`config.mk`:
```
export PLATFORM = sky130hd
export DESIGN_NAME = fix_rx_framer
export DESIGN_NICKNAME = d
export VERILOG_FILES = /design/src/rtl/fix_rx_framer.sv
export SDC_FILE = /design/constraint.sdc
export NUM_CORES = 1
export LEC_CHECK = 0
export BUFFER_PORTS_ARGS = -buffer_cell sky130_fd_sc_hd__buf_4
export CAP_MARGIN = 25
export CORE_ASPECT_RATIO = 2
export CORE_UTILIZATION = 60
export DETAILED_ROUTE_END_ITERATION = 8
export GPL_TIMING_DRIVEN = 0
export HOLD_SLACK_MARGIN = 0.12
export PLACE_DENSITY = 0.76
export SLEW_MARGIN = 20
export SYNTH_ARGS = -nofsm -noshare
export SYNTH_HDL_FRONTEND = slang
export SYNTH_SLANG_ARGS = --single-unit
```
`constraint.sdc`:
```
create_clock -name clk -period 7.6 [get_ports clk]
set_input_delay 0.76 -clock clk [delete_from_list [all_inputs] [get_ports clk]]
set_output_delay 0.76 -clock clk [all_outputs]
set_load 0.02 [all_outputs]
```
`src/rtl/fix_rx_framer.sv`:
```
`timescale 1ns/1ps
// -----------------------------------------------------------------------------
// fix_rx_framer
//
// Store-and-forward framing buffer between the TCP offload engine byte stream
// and the FIX engine parser. The input FSM hunts for "8=" and writes message
// bytes into a circular buffer with per-byte sof/eof flags. A message becomes
// visible to the reader only when its "10=ddd<SOH>" trailer has been written,
// by moving commit_ptr. A malformed, over-length or stuck message is discarded
// by pulling wr_ptr back to commit_ptr.
//
// Ports
//   clk           : single clock
//   rst           : asynchronous reset, active low
//   data_i        : received byte from the TOE
//   valid_i       : data_i valid, taken when ready_o is high
//   ready_o       : buffer has a free entry (combinational from pointers)
//   message_o     : byte to the FIX engine (registered)
//   msg_valid_o   : message_o valid
//   ready_i       : downstream takes message_o
//   new_message_o : first byte ("8") of a message
//   msg_end_o     : final SOH of a message
//   drop_o        : one-cycle pulse when a partial message is discarded
//   level_o       : occupied entries wr_ptr - rd_ptr, uncommitted ones included
// -----------------------------------------------------------------------------
module fix_rx_framer #(
  parameter int ADDR_W  = 6,
  parameter int MAX_MSG = 48
) (
  input  logic              clk,
  input  logic              rst,
  input  logic [7:0]        data_i,
  input  logic              valid_i,
  output logic              ready_o,
  output logic [7:0]        message_o,
  output logic              msg_valid_o,
  input  logic              ready_i,
  output logic              new_message_o,
  output logic              msg_end_o,
  output logic              drop_o,
  output logic [ADDR_W:0]   level_o
);

  localparam int DEPTH = 1 << ADDR_W;
  localparam int LEN_W = ADDR_W + 2;

  localparam logic [7:0] SOH   = 8'h01;
  localparam logic [7:0] CH_8  = 8'h38;
  localparam logic [7:0] CH_EQ = 8'h3D;
  localparam logic [7:0] CH_1  = 8'h31;
  localparam logic [7:0] CH_0  = 8'h30;
  localparam logic [7:0] CH_9  = 8'h39;

  localparam logic [ADDR_W:0]  PTR_ONE  = {{ADDR_W{1'b0}}, 1'b1};
  localparam logic [ADDR_W:0]  FULL_LVL = {1'b1, {ADDR_W{1'b0}}};
  localparam logic [LEN_W-1:0] LEN_ONE  = {{(LEN_W-1){1'b0}}, 1'b1};
  localparam logic [LEN_W-1:0] MAX_LEN  = LEN_W'(MAX_MSG);

  typedef enum logic [1:0] {S_HUNT, S_BEGIN, S_BODY, S_CHK} state_t;

  state_t              state_q, state_d;
  logic [ADDR_W:0]     wr_ptr_q, wr_ptr_d;
  logic [ADDR_W:0]     commit_ptr_q, commit_ptr_d;
  logic [ADDR_W:0]     rd_ptr_q, rd_ptr_d;
  logic [LEN_W-1:0]    len_q, len_d;
  logic [23:0]         hist_q, hist_d;
  logic [1:0]          dcnt_q, dcnt_d;
  logic                drop_q, drop_d;
  logic [7:0]          msg_q, msg_d;
  logic                msg_valid_q, msg_valid_d;
  logic                new_q, new_d;
  logic                end_q, end_d;

  logic [9:0]          mem [DEPTH];
  logic                we;
  logic [ADDR_W-1:0]   waddr;
  logic [9:0]          wdata;

  logic [ADDR_W:0]     level;
  logic                full;
  logic                accept;
  logic                is_digit;
  logic                len_ok;
  logic                stuck;
  logic                load;
  logic [9:0]          rd_entry;

  assign level    = wr_ptr_q - rd_ptr_q;
  assign full     = (level == FULL_LVL);
  assign accept   = valid_i && !full;
  assign is_digit = (data_i >= CH_0) && (data_i <= CH_9);
  // A further write is allowed only while the message is below MAX_MSG.
  assign len_ok   = (len_q < MAX_LEN);
  // Buffer full of a single unfinished message: nothing can ever drain it.
  assign stuck    = full && (commit_ptr_q == rd_ptr_q);

  // Input FSM: decides the write, pointer moves and rollbacks.
  always_comb begin
    state_d      = state_q;
    wr_ptr_d     = wr_ptr_q;
    commit_ptr_d = commit_ptr_q;
    len_d        = len_q;
    hist_d       = hist_q;
    dcnt_d       = dcnt_q;
    drop_d       = 1'b0;
    we           = 1'b0;
    waddr        = wr_ptr_q[ADDR_W-1:0];
    wdata        = {2'b00, data_i};

    if (stuck) begin
      wr_ptr_d = commit_ptr_q;
      drop_d   = 1'b1;
      len_d    = '0;
      state_d  = S_HUNT;
    end else if (accept) begin
      case (state_q)
        S_HUNT: begin
          if (data_i == CH_8) begin
            we       = 1'b1;
            wdata    = {1'b0, 1'b1, data_i};
            wr_ptr_d = wr_ptr_q + PTR_ONE;
            len_d    = LEN_ONE;
            hist_d   = {16'h0000, data_i};
            state_d  = S_BEGIN;
          end
        end

        S_BEGIN: begin
          if (data_i == CH_EQ && len_ok) begin
            we       = 1'b1;
            wr_ptr_d = wr_ptr_q + PTR_ONE;
            len_d    = len_q + LEN_ONE;
            hist_d   = {hist_q[15:0], data_i};
            state_d  = S_BODY;
          end else if (data_i == CH_8) begin
            // Discard the stale "8" and restart a message in its place.
            drop_d   = 1'b1;
            we       = 1'b1;
            waddr    = commit_ptr_q[ADDR_W-1:0];
            wdata    = {1'b0, 1'b1, data_i};
            wr_ptr_d = commit_ptr_q + PTR_ONE;
            len_d    = LEN_ONE;
            hist_d   = {16'h0000, data_i};
          end else begin
            wr_ptr_d = commit_ptr_q;
            drop_d   = 1'b1;
            len_d    = '0;
            state_d  = S_HUNT;
          end
        end

        S_BODY: begin
          if (len_ok) begin
            we       = 1'b1;
            wr_ptr_d = wr_ptr_q + PTR_ONE;
            len_d    = len_q + LEN_ONE;
            hist_d   = {hist_q[15:0], data_i};
            if ({hist_q, data_i} == {SOH, CH_1, CH_0, CH_EQ}) begin
              dcnt_d  = 2'd0;
              state_d = S_CHK;
            end
          end else begin
            wr_ptr_d = commit_ptr_q;
            drop_d   = 1'b1;
            len_d    = '0;
            state_d  = S_HUNT;
          end
        end

        default: begin // S_CHK
          if (is_digit && dcnt_q != 2'd3 && len_ok) begin
            we       = 1'b1;
            wr_ptr_d = wr_ptr_q + PTR_ONE;
            len_d    = len_q + LEN_ONE;
            dcnt_d   = dcnt_q + 2'd1;
          end else if (data_i == SOH && dcnt_q == 2'd3 && len_ok) begin
            // Final SOH: write it and publish the whole message.
            we           = 1'b1;
            wdata        = {1'b1, 1'b0, data_i};
            wr_ptr_d     = wr_ptr_q + PTR_ONE;
            commit_ptr_d = wr_ptr_q + PTR_ONE;
            len_d        = '0;
            state_d      = S_HUNT;
          end else begin
            wr_ptr_d = commit_ptr_q;
            drop_d   = 1'b1;
            len_d    = '0;
            state_d  = S_HUNT;
          end
        end
      endcase
    end
  end

  // Output register: refills whenever it is empty or being consumed.
  assign rd_entry = mem[rd_ptr_q[ADDR_W-1:0]];
  assign load     = (!msg_valid_q || ready_i) && (rd_ptr_q != commit_ptr_q);

  always_comb begin
    rd_ptr_d    = rd_ptr_q;
    msg_d       = msg_q;
    msg_valid_d = msg_valid_q;
    new_d       = new_q;
    end_d       = end_q;
    if (load) begin
      msg_d       = rd_entry[7:0];
      new_d       = rd_entry[8];
      end_d       = rd_entry[9];
      msg_valid_d = 1'b1;
      rd_ptr_d    = rd_ptr_q + PTR_ONE;
    end else if (ready_i) begin
      msg_valid_d = 1'b0;
      new_d       = 1'b0;
      end_d       = 1'b0;
    end
  end

  always_ff @(posedge clk or negedge rst) begin
    if (!rst) begin
      state_q      <= S_HUNT;
      wr_ptr_q     <= '0;
      commit_ptr_q <= '0;
      rd_ptr_q     <= '0;
      len_q        <= '0;
      dcnt_q       <= '0;
      drop_q       <= 1'b0;
      msg_q        <= '0;
      msg_valid_q  <= 1'b0;
      new_q        <= 1'b0;
      end_q        <= 1'b0;
    end else begin
      state_q      <= state_d;
      wr_ptr_q     <= wr_ptr_d;
      commit_ptr_q <= commit_ptr_d;
      rd_ptr_q     <= rd_ptr_d;
      len_q        <= len_d;
      dcnt_q       <= dcnt_d;
      drop_q       <= drop_d;
      msg_q        <= msg_d;
      msg_valid_q  <= msg_valid_d;
      new_q        <= new_d;
      end_q        <= end_d;
    end
  end

  // Storage and trailer history carry no reset; pointers define validity.
  always_ff @(posedge clk) begin
    hist_q <= hist_d;
    if (we) begin
      mem[waddr] <= wdata;
    end
  end

  assign ready_o       = !full;
  assign message_o     = msg_q;
  assign msg_valid_o   = msg_valid_q;
  assign new_message_o = new_q;
  assign msg_end_o     = end_q;
  assign drop_o        = drop_q;
  assign level_o       = level;

endmodule

```
==> results.md <==
Run status:
- The flow ran to the end, and the final reports show no timing, DRC or antenna violations.

Worst hold path:
- The path class of the tightest hold or removal check is input port to async pin.

CTS:
- The count of buffers added by post-CTS timing repair for setup is 0.
- The tree is rooted in a clkbuf_16.
- Clock-pin slew was measured on the worst setup and hold paths at 0.07 ns.
- The CTS tree is yes.
- No sink is reached through more buffers than the 3 on the longest clock path.
- The H-tree depth is 2.
- For this design, the sink count on the clock tree is roughly 700.
- After clock tree synthesis, the flow added hold-fix buffers numbering 0.
- The CTS buffer count is 56.
- The post-cts resize count is 0.
- The insertion delay of the later-clocked pin in the worst-skew pair is between 0.6 and 0.7 ns.

Power and ir drop:
- The internal power summed over all cells is 7.58 mW.
- The static leakage is ~10 nW.
- The power density normalized to cell area is around 350 nW/um2.
- For this design the total switching power over the nets is 3.62 mW.
- Sequential cells burn 40.1% of the power.
- In this run switching power makes up approximately 32% of total power.
- After layout, the design draws a total of 11.2 mW.
- Combinational cells account for 33.6% of the total power.
- In this run, the clock network consumes a little over a quarter of the power.
- The worst-case IR drop observed on VDD is between 0.4 and 0.5 mV.

Detailed routing:
- After detailed routing, the met3 layer carries 5240 um of wire.
- Summed over all layers, the routed wires come to 76,200 um.
- After detailed routing, the number of remaining DRC violations is 0.
- The length of routed wiring on met1 is 23,800 um.
- The via count is around 16,000.
- The number of iterations in the first detailed-routing pass is 7.
- The number of nets still failing antenna checks after routing is 0.
- The via density per instance is 6.77.
- The wire length on met2 is 41,200 um.
- The final routed wire length divided by cell count is 33.2 um.
- The detailed router used layers up to and including met4.
- The number of design-rule violations left by the first detailed-router iteration is 1,537.

Critical path:
- STA puts the critical path data arrival time at roughly 6.6 ns.
- At the worst endpoint, the required time is 7.82 ns.
- The signal on the critical path passes through buf_2 -> buf_2 -> buf_2 -> buf_1 -> inv_1 -> ha_1 -> nand2b_1 -> a21oi_1 -> xor2_1 -> a2111oi_4 -> buf_2 -> nor4b_1 -> o21ai_1 -> nor2_1.
- Among cell families on the critical path, the largest total delay comes from buffers and inverters.
- The number of buffers and inverters on the critical path is 6.
- The critical path endpoint category is a flip-flop.
- The endpoint of the worst-slack reg-to-reg timing path is mem[0][4].
- Among all stages on the critical path, the largest delay is contributed by nor2_1.
- The worst setup path is launched from a flip-flop.
- The maximum cell stage delay along the critical path is 0.95 ns.
- The launching point of the worst reg2reg path is rd_ptr_q[1].
- The worst register-to-register path has a depth of 14.
- In this run the worst path has a maximum fanout of 10.
- The slack of the worst reg-to-reg path is 1.23 ns.
- The most prevalent standard cell on the critical path is buf_2.
- The kind of critical path is flip-flop to flip-flop.
- The timing startpoint of the critical path is rd_ptr_q[1].

Synth:
- The synthesized netlist occupies a cell area of 29,100 um2.
- Counting flops and latches in the post-synthesis netlist gives approximately 710.
- Of the post-synthesis cell area, the dominant cell type holds 68.4%.
- The count of warnings emitted by yosys is 0.
- The leading area contributor after synthesis is edfxtp_1.
- The number of distinct library cell variants in the gate-level netlist after synthesis is 75.
- The fraction of synthesis flops using an asynchronous set or reset pin is under 10%.
- Counting every instance in the synthesized netlist gives 1,489.
- Synthesis produced a netlist with a net count of 1,517.
- The synthesized design contains 664 enable-type register cells.
- For this run, the leading register cell type out of synthesis is edfxtp_1.
- Dividing the synthesized area by the synthesized cell count gives just under 20 um2.
- The share of the Yosys chip area taken by registers is 72.3%.
- Ranked by total cell area, the synthesized netlist is headed by edfxtp_1 (68%), mux4_2 (16%), dfrtp_1 (3.9%), nor2_1 (1.5%), nand2_1 (0.76%).

Timing:
- Between clock sinks in the finished design, the worst skew comes to 0.0217 ns.
- The worst hold slack is 0.180 ns.
- For the pin with the worst max-slew slack, the measured transition is approximately 1.2 ns.
- After layout, the worst path uses 83.8% of the clock period.
- Subtracting the final worst setup slack from the clock period gives 6.37 ns.
- The number of slew-limit violations in the final report is 0.
- Setup repair after global routing left no endpoint under its margin.
- The highest achievable clock rate is between 150 and 200 MHz.
- The number of hold violations in the final report is 0.
- Setup violations remaining at the end of the flow were counted as 0.
- The worst slew margin relative to its limit is 22.5%.

Layout:
- Excluding fillers, the count of instances in the completed layout stands at 2,296.
- At the end of the flow, the number of nets in the layout was 1,647.
- The fraction of final layout cells sized beyond drive strength 1 is 26.3%.
- The post-synthesis to final-layout area growth is 11.0%.
- The post-route standard cell area excluding fillers is between 30,000 and 40,000 um2.

Global route:
- The first global-routing pass estimated 110,000 um of wire.
- The number of antenna violations at the first check in global routing is 0.
- The via count of the first global-routing pass is about 16,000.
- Entering global routing, the biggest net connects 73 pins.
- Across every metal layer, demand over resource in global routing totals around a third.
- The total overflow left after global routing is 0.

Die:
- The y dimension of the die is 314 um.
- The die is ~160 um wide.
- The starting density of the core is 61.2%.
- The number of rows in the core area is 113.
- The core footprint is about 48,000 um2.
- The count of pins on the block boundary is 32.
- The area of the die is between 40,000 and 50,000 um2.

Placement:
- Input and output buffers added on the ports amount to 31.
- Detailed placement ended at an HPWL of 52,000 um.
- In this run the cell area measured after placement is 30,500 um2.
- The number of placed instances with taps included is 2,181.
- The final RePlAce weighted congestion is 0.963.

Flow run:
- The max-capacitance violation count is 0.
## worst register-to-register path, delay by kind of cell (launching register included)
| family | cells | cell delay [ns] |
|---|---|---|
| and+or+nand+nor | 3 | 1.71 |
| buffers and inverters | 6 | 2.30 |
| xor gates and xnor gates | 1 | 0.43 |
| AOI/OAI and AO/OA | 3 | 0.80 |
| adders and majority gates | 1 | 0.31 |
| DFF | 1 | 0.42 |
## layout by cell type (no fill, tap or decap), types with 15 or more instances in the layout
master / count
xnor2_1: 16
nor2_2: 15
nand3_1: 15
o21ai_0: 17
a21oi_1: 24
edfxtp_1: 664
buf_4: 75
a22o_1: 22
clkbuf_16: 57
nor2_1: 101
dfrtp_1: 45
ha_1: 15
mux4_2: 206
clkbuf_1: 53
buf_2: 19
nand2_1: 59
clkinv_1: 15
inv_1: 16
## cells in the mapped netlist (13+ instances only)
cell	count
nor4_1	16
xnor2_1	16
ha_1	15
nand3_1	15
nor2_1	116
o21ai_0	17
edfxtp_1	664
nand2_1	59
a21oi_1	24
clkbuf_1	45
nor3_1	13
inv_1	17
mux4_2	206
dfrtp_1	45
a22o_1	22
mux2_2	13
buf_2	15
## stage by stage
stage	setup slack, ns	setup TNS, ns	util [%]
6_report	1.23	0	67.9
5_1_grt	1.06	0	67.9
4_1_cts	1.33	0	67.7
3_5_place_dp	1.38	0	63.9
3_3_place_gp	-3.25	-207.60	63.3
2_1_floorplan	0.411	0	-
## cell type report
class	count	area (um2)
timing repair buffer	72	562
sequential	709	21100
inverter	22	82.6
tap	632	791
clock buffer	65	1460
antenna	1	2.50
buffer	80	375
fill	3037	15300
multi-input combinational	678	7680
clock inverter	37	353
## cell families (layout without fill, tap and decap cells)
group / count (synthesis) / in the layout / synth area share, %
AOI/OAI and AO/OA: 126 / 126 / 3.13
xor gates and xnor gates: 23 / 23 / 0.691
adders and majority gates: 16 / 16 / 0.713
buffers and inverters: 102 / 276 / 1.57
DFF: 709 / 709 / 72.3
muxes: 231 / 231 / 16.9
other: 0 / 1 / 0
and+or+nand+nor: 282 / 282 / 4.73
## registers in the layout, summed over array words and instances (netlist names), 2 cells and up
register	cells
len_q	8
message_o	8
hist_q	24
mem	640
rd_ptr_q	7
commit_ptr_q	7
wr_ptr_q	7
state_q	2
dcnt_q	2
## worst max path at each step
stage                       to  slack [ns]  cells past startpoint
finish               mem[0][4]        1.23                     14
global route        mem[44][4]        1.06                     14
CTS                 mem[62][5]        1.33                     14
detailed placement  mem[62][5]        1.38                     14
global placement    mem[14][8]       -3.25                     13
floorplan            mem[0][8]        0.41                     13
## power groups by stage
stage / logic [mW] / registers, mW / clock network (mW)
after global routing: 3.89 / 4.50 / 3.09
after global placement: 3.65 / 4.57 / 0
after floorplan: 2.35 / 4.57 / 0
after detailed placement: 3.71 / 4.57 / 0
after CTS: 3.75 / 4.49 / 2.97
final: 3.77 / 4.49 / 2.94
## routing by layer
layer	global-route usage (%)	vias up
met5	0	-
met4	21.9	0
met3	4.44	245
met2	57.2	839
met1	36.2	8079
li1	-	6377
No activity file was read; power rests on OpenSTA's default activity.
